===== src/rtl/cv32e40p_rf_wb_pkg.sv =====
// Shared constants and types for the register-file write-back arbiter and its
// destination scoreboard.
package cv32e40p_rf_wb_pkg;

  localparam int WB_ALU = 0;
  localparam int WB_LSU = 1;
  localparam int WB_APU = 2;

  typedef logic [1:0] pend_cnt_t;
  localparam pend_cnt_t PEND_MAX = 2'd3;

  // FP registers get their own bank only when they are not aliased onto X.
  function automatic int num_regs(input int fpu, input int pulp_zfinx);
    return ((fpu != 0) && (pulp_zfinx == 0)) ? 64 : 32;
  endfunction

endpackage


===== src/rtl/cv32e40p_rf_wb_arbiter_if.sv =====
// Result bus from the write-back producers (ALU, LSU, APU) to the arbiter.
interface cv32e40p_rf_wb_arbiter_if #(
  parameter int N_REQ      = 3,
  parameter int ADDR_WIDTH = 6,
  parameter int DATA_WIDTH = 32
);
  logic [N_REQ-1:0]            wb_valid;
  logic [N_REQ-1:0]            wb_ready;
  logic [N_REQ*ADDR_WIDTH-1:0] wb_addr;
  logic [N_REQ*DATA_WIDTH-1:0] wb_data;

  modport master (output wb_valid, output wb_addr, output wb_data, input wb_ready);
  modport slave  (input wb_valid, input wb_addr, input wb_data, output wb_ready);
endinterface


===== src/rtl/cv32e40p_rf_scoreboard.sv =====
// Per-register pending-write counters: ID reserves destinations, registered
// RF writes release them, and source operands are checked for hazards.
module cv32e40p_rf_scoreboard
  import cv32e40p_rf_wb_pkg::*;
#(
  parameter int ADDR_WIDTH = 6,
  parameter int NUM_REGS   = 32
) (
  input  logic                    clk,
  input  logic                    rst_n,
  input  logic                    rel_a_i,
  input  logic [ADDR_WIDTH-1:0]   rel_a_addr_i,
  input  logic                    rel_b_i,
  input  logic [ADDR_WIDTH-1:0]   rel_b_addr_i,
  input  logic                    rsv_valid_i,
  input  logic [ADDR_WIDTH-1:0]   rsv_addr_i,
  output logic                    rsv_ready_o,
  input  logic [3*ADDR_WIDTH-1:0] chk_addr_i,
  output logic [2:0]              chk_busy_o
);
  localparam int IW = $clog2(NUM_REGS);

  pend_cnt_t             cnt_q [NUM_REGS];
  pend_cnt_t             cnt_d [NUM_REGS];
  logic [NUM_REGS-1:0]   inc_vec;
  logic [NUM_REGS-1:0]   dec_vec;
  logic [IW-1:0]         rsv_idx, rel_a_idx, rel_b_idx;
  logic                  rsv_fire;

  // Bits above the register index only carry meaning when an FP bank exists.
  logic unused_addr_bits;
  assign unused_addr_bits = ^{rsv_addr_i, chk_addr_i, rel_a_addr_i, rel_b_addr_i};

  always_comb begin
    rsv_idx   = rsv_addr_i[IW-1:0];
    rel_a_idx = rel_a_addr_i[IW-1:0];
    rel_b_idx = rel_b_addr_i[IW-1:0];
    rsv_ready_o = (rsv_idx == '0) || (cnt_q[rsv_idx] != PEND_MAX) ||
                  (rel_a_i && (rel_a_idx == rsv_idx)) ||
                  (rel_b_i && (rel_b_idx == rsv_idx));
    rsv_fire = rsv_valid_i && rsv_ready_o && (rsv_idx != '0);
    for (int r = 0; r < NUM_REGS; r++) begin
      inc_vec[r] = rsv_fire && (rsv_idx == IW'(r));
      dec_vec[r] = (rel_a_i && (rel_a_idx == IW'(r))) ||
                   (rel_b_i && (rel_b_idx == IW'(r)));
      cnt_d[r]   = cnt_q[r];
      if (r == 0) begin
        cnt_d[r] = '0;
      end else if (inc_vec[r] && !dec_vec[r]) begin
        cnt_d[r] = cnt_q[r] + pend_cnt_t'(1);
      end else if (dec_vec[r] && !inc_vec[r] && (cnt_q[r] != '0)) begin
        cnt_d[r] = cnt_q[r] - pend_cnt_t'(1);
      end
    end
  end

  always_ff @(posedge clk or negedge rst_n) begin
    if (!rst_n) begin
      for (int r = 0; r < NUM_REGS; r++) cnt_q[r] <= '0;
    end else begin
      for (int r = 0; r < NUM_REGS; r++) cnt_q[r] <= cnt_d[r];
    end
  end

  for (genvar gi = 0; gi < 3; gi++) begin : g_chk
    assign chk_busy_o[gi] = (cnt_q[chk_addr_i[gi*ADDR_WIDTH +: IW]] != '0);
  end

  for (genvar gi = 1; gi < NUM_REGS; gi++) begin : g_no_underflow
    assert property (@(posedge clk) disable iff (!rst_n)
                     !(dec_vec[gi] && !inc_vec[gi] && (cnt_q[gi] == '0)));
  end

endmodule


===== src/rtl/cv32e40p_rf_wb_arbiter.sv =====
// Shares the two RF write ports among the write-back producers, registers the
// granted writes and feeds the releases into the destination scoreboard.
module cv32e40p_rf_wb_arbiter
  import cv32e40p_rf_wb_pkg::*;
#(
  parameter int ADDR_WIDTH = 6,
  parameter int DATA_WIDTH = 32,
  parameter int N_REQ      = 3,
  parameter int FPU        = 0,
  parameter int PULP_ZFINX = 0
) (
  input  logic                    clk,
  input  logic                    rst_n,
  cv32e40p_rf_wb_arbiter_if.slave wb,
  output logic                    we_a_o,
  output logic [ADDR_WIDTH-1:0]   waddr_a_o,
  output logic [DATA_WIDTH-1:0]   wdata_a_o,
  output logic                    we_b_o,
  output logic [ADDR_WIDTH-1:0]   waddr_b_o,
  output logic [DATA_WIDTH-1:0]   wdata_b_o,
  input  logic                    rsv_valid_i,
  input  logic [ADDR_WIDTH-1:0]   rsv_addr_i,
  output logic                    rsv_ready_o,
  input  logic [3*ADDR_WIDTH-1:0] chk_addr_i,
  output logic [2:0]              chk_busy_o
);
  localparam int NUM_REGS = num_regs(FPU, PULP_ZFINX);
  localparam int IW       = $clog2(NUM_REGS);
  localparam int PW       = $clog2(N_REQ);

  logic [ADDR_WIDTH-1:0] req_addr [N_REQ];
  logic [DATA_WIDTH-1:0] req_data [N_REQ];
  logic [IW-1:0]         req_idx  [N_REQ];

  for (genvar gi = 0; gi < N_REQ; gi++) begin : g_req
    assign req_addr[gi] = wb.wb_addr[gi*ADDR_WIDTH +: ADDR_WIDTH];
    assign req_data[gi] = wb.wb_data[gi*DATA_WIDTH +: DATA_WIDTH];
    assign req_idx[gi]  = req_addr[gi][IW-1:0];
  end

  logic [N_REQ-1:0]      ready;
  logic [PW-1:0]         ptr_q, ptr_d, rr, sel_a, sel_b;
  logic                  gnt_a, gnt_b;
  logic                  we_a_q, we_a_d, we_b_q, we_b_d;
  logic [ADDR_WIDTH-1:0] waddr_a_q, waddr_a_d, waddr_b_q, waddr_b_d;
  logic [DATA_WIDTH-1:0] wdata_a_q, wdata_a_d, wdata_b_q, wdata_b_d;

  // ALU owns port A when it has a result; the others rotate over what is left.
  // x0 results are acked without a port; a candidate matching port A's
  // register is skipped so both ports never write the same register.
  always_comb begin
    ready = '0;
    gnt_a = 1'b0;
    gnt_b = 1'b0;
    sel_a = '0;
    sel_b = '0;
    rr    = '0;
    ptr_d = ptr_q;
    if (wb.wb_valid[WB_ALU]) begin
      ready[WB_ALU] = 1'b1;
      gnt_a         = (req_idx[WB_ALU] != '0);
      sel_a         = PW'(WB_ALU);
    end
    for (int k = 0; k < N_REQ - 1; k++) begin
      rr = PW'(((int'(ptr_q) - 1 + k) % (N_REQ - 1)) + 1);
      if (wb.wb_valid[rr]) begin
        if (req_idx[rr] == '0) begin
          ready[rr] = 1'b1;
        end else if (!gnt_a) begin
          ready[rr] = 1'b1;
          gnt_a     = 1'b1;
          sel_a     = rr;
        end else if (!gnt_b && (req_idx[rr] != req_idx[sel_a])) begin
          ready[rr] = 1'b1;
          gnt_b     = 1'b1;
          sel_b     = rr;
        end
        if (ready[rr]) ptr_d = (int'(rr) == N_REQ - 1) ? PW'(1) : rr + PW'(1);
      end
    end
    we_a_d    = gnt_a;
    waddr_a_d = gnt_a ? req_addr[sel_a] : '0;
    wdata_a_d = gnt_a ? req_data[sel_a] : '0;
    we_b_d    = gnt_b;
    waddr_b_d = gnt_b ? req_addr[sel_b] : '0;
    wdata_b_d = gnt_b ? req_data[sel_b] : '0;
  end

  assign wb.wb_ready = ready;

  always_ff @(posedge clk or negedge rst_n) begin
    if (!rst_n) begin
      ptr_q     <= PW'(1);
      we_a_q    <= 1'b0;
      waddr_a_q <= '0;
      wdata_a_q <= '0;
      we_b_q    <= 1'b0;
      waddr_b_q <= '0;
      wdata_b_q <= '0;
    end else begin
      ptr_q     <= ptr_d;
      we_a_q    <= we_a_d;
      waddr_a_q <= waddr_a_d;
      wdata_a_q <= wdata_a_d;
      we_b_q    <= we_b_d;
      waddr_b_q <= waddr_b_d;
      wdata_b_q <= wdata_b_d;
    end
  end

  assign we_a_o    = we_a_q;
  assign waddr_a_o = waddr_a_q;
  assign wdata_a_o = wdata_a_q;
  assign we_b_o    = we_b_q;
  assign waddr_b_o = waddr_b_q;
  assign wdata_b_o = wdata_b_q;

  cv32e40p_rf_scoreboard #(
    .ADDR_WIDTH (ADDR_WIDTH),
    .NUM_REGS   (NUM_REGS)
  ) u_scoreboard (
    .clk          (clk),
    .rst_n        (rst_n),
    .rel_a_i      (we_a_q),
    .rel_a_addr_i (waddr_a_q),
    .rel_b_i      (we_b_q),
    .rel_b_addr_i (waddr_b_q),
    .rsv_valid_i  (rsv_valid_i),
    .rsv_addr_i   (rsv_addr_i),
    .rsv_ready_o  (rsv_ready_o),
    .chk_addr_i   (chk_addr_i),
    .chk_busy_o   (chk_busy_o)
  );

endmodule


===== src/flat_wrapper.sv =====
// flat-port wrapper written by rule: the top's interface ports become plain ports
module cv32e40p_rf_wb_arbiter_flat import cv32e40p_rf_wb_pkg::*;
#(
  parameter int ADDR_WIDTH = 6,
  parameter int DATA_WIDTH = 32,
  parameter int N_REQ      = 3,
  parameter int FPU        = 0,
  parameter int PULP_ZFINX = 0
)
  (clk, rst_n, we_a_o, waddr_a_o, wdata_a_o, we_b_o, waddr_b_o, wdata_b_o, rsv_valid_i, rsv_addr_i, rsv_ready_o, chk_addr_i, chk_busy_o, wb_wb_valid, wb_wb_addr, wb_wb_data, wb_wb_ready);
  cv32e40p_rf_wb_arbiter_if #(.N_REQ(N_REQ), .ADDR_WIDTH(ADDR_WIDTH), .DATA_WIDTH(DATA_WIDTH)) wb_i ();
  input  logic clk;
  input  logic rst_n;
  output logic we_a_o;
  output logic [ADDR_WIDTH-1:0] waddr_a_o;
  output logic [DATA_WIDTH-1:0] wdata_a_o;
  output logic we_b_o;
  output logic [ADDR_WIDTH-1:0] waddr_b_o;
  output logic [DATA_WIDTH-1:0] wdata_b_o;
  input  logic rsv_valid_i;
  input  logic [ADDR_WIDTH-1:0] rsv_addr_i;
  output logic rsv_ready_o;
  input  logic [3*ADDR_WIDTH-1:0] chk_addr_i;
  output logic [2:0] chk_busy_o;
  input wire logic [$bits(wb_i.wb_valid)-1:0] wb_wb_valid;
  input wire logic [$bits(wb_i.wb_addr)-1:0] wb_wb_addr;
  input wire logic [$bits(wb_i.wb_data)-1:0] wb_wb_data;
  output wire logic [$bits(wb_i.wb_ready)-1:0] wb_wb_ready;
  assign wb_i.wb_valid = wb_wb_valid;
  assign wb_i.wb_addr = wb_wb_addr;
  assign wb_i.wb_data = wb_wb_data;
  assign wb_wb_ready = wb_i.wb_ready;
  cv32e40p_rf_wb_arbiter #(.ADDR_WIDTH(ADDR_WIDTH), .DATA_WIDTH(DATA_WIDTH), .N_REQ(N_REQ), .FPU(FPU), .PULP_ZFINX(PULP_ZFINX)) u_core (.clk(clk), .rst_n(rst_n), .wb(wb_i), .we_a_o(we_a_o), .waddr_a_o(waddr_a_o), .wdata_a_o(wdata_a_o), .we_b_o(we_b_o), .waddr_b_o(waddr_b_o), .wdata_b_o(wdata_b_o), .rsv_valid_i(rsv_valid_i), .rsv_addr_i(rsv_addr_i), .rsv_ready_o(rsv_ready_o), .chk_addr_i(chk_addr_i), .chk_busy_o(chk_busy_o));
endmodule

===== config.mk =====
export PLATFORM = sky130hd
export DESIGN_NAME = cv32e40p_rf_wb_arbiter_flat
export DESIGN_NICKNAME = d
export VERILOG_FILES = /design/src/rtl/cv32e40p_rf_wb_pkg.sv /design/src/rtl/cv32e40p_rf_wb_arbiter_if.sv /design/src/rtl/cv32e40p_rf_scoreboard.sv /design/src/rtl/cv32e40p_rf_wb_arbiter.sv /design/src/flat_wrapper.sv
export SDC_FILE = /design/constraint.sdc
export NUM_CORES = 1
export LEC_CHECK = 0
export CAP_MARGIN = 5
export CORE_AREA = 3 3 181 183
export CTS_CLUSTER_SIZE = 16
export DETAILED_ROUTE_END_ITERATION = 12
export DIE_AREA = 0 0 184 186
export GPL_ROUTABILITY_DRIVEN = 0
export PLACE_DENSITY = 0.63
export RECOVER_POWER = 100
export SLEW_MARGIN = 20
export SYNTH_ARGS = -nofsm -noshare
export SYNTH_HDL_FRONTEND = slang
export SYNTH_SLANG_ARGS = --single-unit

===== constraint.sdc =====
create_clock -name clk -period 3.9 [get_ports clk]
set_clock_uncertainty 0.15 [all_clocks]
set_input_delay 0.78 -clock clk [delete_from_list [all_inputs] [get_ports clk]]
set_output_delay 0.78 -clock clk [all_outputs]
set_load 0.02 [all_outputs]

==> impl_metrics.yaml <==
setup_path:
  required_ns: 2.97
  critPathTopFamily: "compound AO/OA/AOI/OAI gates"
  critPathCaptureType: "output port"
  criticalPathCategory: "in2out"
  worst_path_max_delay_cell: "a2111o_1"
  arrival_ns: 3.14
  max_stage_delay_ns: 0.43
  cp_num_buf_inv: 3
  crit_path_start_kind: "input pin"
  path_common_cell: "buf_4"
  crit_chain: "dlygate4sd2_1, mux2i_1, o21ai_2, buf_4, o311ai_4, mux2i_2, xnor2_2, a2111o_1, a31oi_1, nor2b_1, buf_4"
  regToRegSetupSlack_ns: 0.52
  cp_max_fo: 3
synth:
  ys_top_cells_by_count: "144 x nor2_1, 141 x dfrtp_1, 75 x a211oi_1, 51 x nand2_1, 45 x mux2i_1"
  syn_nets: 1147
  synthesis.area_per_instance_um2: 9.370
  synth.most_common_cell: "nor2_1"
  synth_seq_cells: 142
  netlist.area_leader.share_pct: 37.54
  syn-cell-area_um2: 9398
  synthArstFlopShare_pct: 100.0
  synthTopCellsByArea: "dfrtp_1 38%, mux4_2 8.6%, a211oi_1 6.0%"
  yosysWarnings: 0
  synth-edff-count: 0
  yosysUniqueCellTypes: 68
  seq_area_frac_synth_pct: 37.82
  yosysTopAreaCell: "dfrtp_1"
  synthCells: 1003
  synthFlopType: "dfrtp_1"
timing:
  rsz0062_at_grt: "yes"
  worst_slack_ns: -0.1661
  fmax_mhz: 245.9
  hold_viol: 0
  fin_setup_tns_ns: -0.1944
  min_period_ns: 4.066
  finalSetupViolations: 2
  worst_pin_slew_ns: 2.386
  finalCritPeriodShare_pct: 104.3
  max_slew_margin_pct: -59.04
  slew_violations: 93
final_layout:
  area.growth.synth_to_final_pct: 45.31
  nNetsFinal: 1450
  drive_above_1_share_pct: 19.64
  n_fill_cell: 3024
  design_area_um2: 13660
placed_design:
  dp_slack_ns: -0.9059
  hpwl_um: 26420
  port_buffers: 224
  post_dp_cell_area_um2: 12840
global_routing:
  grt_pass1_wl_um: 51710
  grt_max_degree: 93
  antenna_found_initial: 3
  overflow: 0
  grt_pass1_vias: 9324
  track_usage_pct: 19.57
drt:
  drtPass1Iterations: 7
  drc: 0
  num_vias: 9406
  wl_per_cell_um: 19.87
  postRouteAntennaNets: 0
  wl_um: 34210
  drtIter0Drc: 749
  via_per_inst: 5.462
clock_tree:
  clk_latency_ns: 0.43
  ctsHoldBuffers: 0
  cts_tree: "done"
  clk_pin_slew_worst_paths_ns: 0.07
  cts.htree.levels: 4
  cts-root-buf: "clkbuf_16"
  cts.sink_count: 142
  clock_path_buffers: 2
  numCtsBuffers: 17
pwr:
  power_switching_mw: 3.747
  internal_power_mw: 5.012
  switching_share_pct: 42.78
  p_leak_nw: 5.885
  ir_drop_uv: 345.9
  power.share.clock_pct: 18.2
  power_density_nw_per_um2: 641.4
  combPwrFrac_pct: 52.1
  seqPwrFrac_pct: 29.7
run_status:
  outcome: "complete, but fails checks"
  failed_checks: "max-capacitance violations, max-slew violations, negative setup slack"
worst_hold_path:
  hold_class: "reg2reg"
die:
  pin_count: 229
  row_count: 65
  fp.dieH_um: 186
  initial_utilization_pct: 29.94
  fp.dieArea_um2: 34220
  coreArea_um2: 31390
  chipWidth_um: 184
flow_run:
  max_cap_viol_count: 1
==> power groups by stage <==
stage	Clock, mW	Combinational [mW]	Sequential, mW
2_1_floorplan	0	2.17	2.90
3_3_place_gp	0	4.53	2.60
3_5_place_dp	0	4.55	2.63
4_1_cts	1.62	4.62	2.61
5_1_grt	1.69	4.89	2.68
6_report	1.59	4.56	2.60
==> per-layer routing <==
layer | global-route usage [%] | vias up | share of wire, %
li1 | - | 4368 | -
met1 | 23.69 | 4557 | 40
met2 | 32.75 | 418 | 48
met3 | 6.469 | 61 | 9.2
met4 | 6.925 | 2 | 3.1
met5 | 0 | - | 0.020
==> sequential cells by signal, indices dropped and copies added (netlist names) <==
register / count
u_core.waddr_b_o: 6
u_core.we_a_o: 1
u_core.we_b_o: 1
u_core.waddr_a_o: 6
u_core.ptr_q: 2
u_core.u_scoreboard.cnt_q: 62
u_core.wdata_b_o: 32
u_core.wdata_a_o: 32
==> metrics by stage <==
step / hold WS, ns / power (mW) / cells / utilization (%)
after global routing: 0.4141 / 9.256 / 1721 / 43.49
after CTS: 0.3142 / 8.854 / 1710 / 43.17
final: 0.3803 / 8.759 / 1722 / 43.50
after detailed placement: 0.3710 / 7.186 / 1674 / 40.89
after floorplan: 0.3343 / 5.070 / 1003 / -
after global placement: 0.3631 / 7.136 / 1674 / 40.89
==> layout by cell type (no fill, tap or decap), types with 4 or more instances in the layout <==
| master | synthesis | layout |
|---|---|---|
| nand2b_1 | 18 | 18 |
| o21a_1 | 35 | 34 |
| a211oi_1 | 75 | 73 |
| nand3_1 | 21 | 21 |
| nand2_1 | 51 | 51 |
| o21ai_0 | 42 | 41 |
| dfrtp_1 | 141 | 140 |
| buf_6 | 3 | 5 |
| or2_2 | 7 | 7 |
| clkbuf_16 | 0 | 18 |
| xnor2_1 | 11 | 10 |
| nand4b_1 | 5 | 5 |
| inv_1 | 24 | 24 |
| clkdlybuf4s15_1 | 0 | 4 |
| nand4_1 | 4 | 4 |
| xor2_1 | 25 | 25 |
| dlygate4sd2_1 | 0 | 12 |
| dlygate4sd3_1 | 0 | 78 |
| clkinvlp_4 | 0 | 4 |
| clkdlybuf4s50_1 | 0 | 122 |
| nor3_2 | 3 | 4 |
| o22ai_1 | 21 | 21 |
| o31a_1 | 8 | 8 |
| o22a_1 | 9 | 9 |
| mux4_2 | 36 | 36 |
| buf_12 | 0 | 7 |
| buf_4 | 4 | 123 |
| clkbuf_2 | 1 | 6 |
| nor3_1 | 29 | 28 |
| nor2_1 | 144 | 141 |
| a22o_1 | 39 | 39 |
| nor2b_1 | 16 | 15 |
| mux2i_1 | 45 | 44 |
| a21oi_1 | 40 | 40 |
| nor4_1 | 15 | 13 |
| and3_1 | 6 | 6 |
| inv_6 | 0 | 5 |
==> cells by family after synthesis <==
logic type / after synthesis / share of synthesized area (%)
AO/OA/AOI/OAI: 308 / 23.66
multiplexers: 84 / 13.82
AND/OR/NAND/NOR: 331 / 16.59
buffers and inverters: 102 / 4.753
flip-flops: 142 / 37.82
XOR/XNOR: 36 / 3.355
==> path summary, 6_finish.rpt <==
path / cells after the start / end / start
worst max-delay path: 11 / wb_wb_ready[2] / wb_wb_addr[14]
worst min-delay path: 1 / u_core.u_scoreboard.cnt_q[30] / u_core.u_scoreboard.cnt_q[30]
worst max register to register: 11 / u_core.wdata_b_o[30] / u_core.ptr_q[0]
worst min register to register: 1 / u_core.u_scoreboard.cnt_q[30] / u_core.u_scoreboard.cnt_q[30]
max in group asynchronous: 2 / u_core.u_scoreboard.cnt_q[1] / rst_n
min in group asynchronous: 1 / u_core.u_scoreboard.cnt_q[47] / rst_n
==> layout make-up <==
class,count,area [µm²],area share (%)
multi-input cells,759,5585,40.90
flip-flops and latches,142,3556,26.04
repair buffers,360,3339,24.45
well taps,402,503.0,3.683
clock buffers,20,466.7,3.418
clock inverters,12,102.6,0.7513
inverters,26,100.1,0.7330
diodes,1,2.502,0.01833
==> what timing repair did <==
action                     in CTS  in global routing
pin swaps                      13                 16
gates cloned                    0                  1
setup buffers                   5                 10
setup endpoints to repair       6                  5
resized for setup              63                 21
Power figures use the tool's default switching activity.
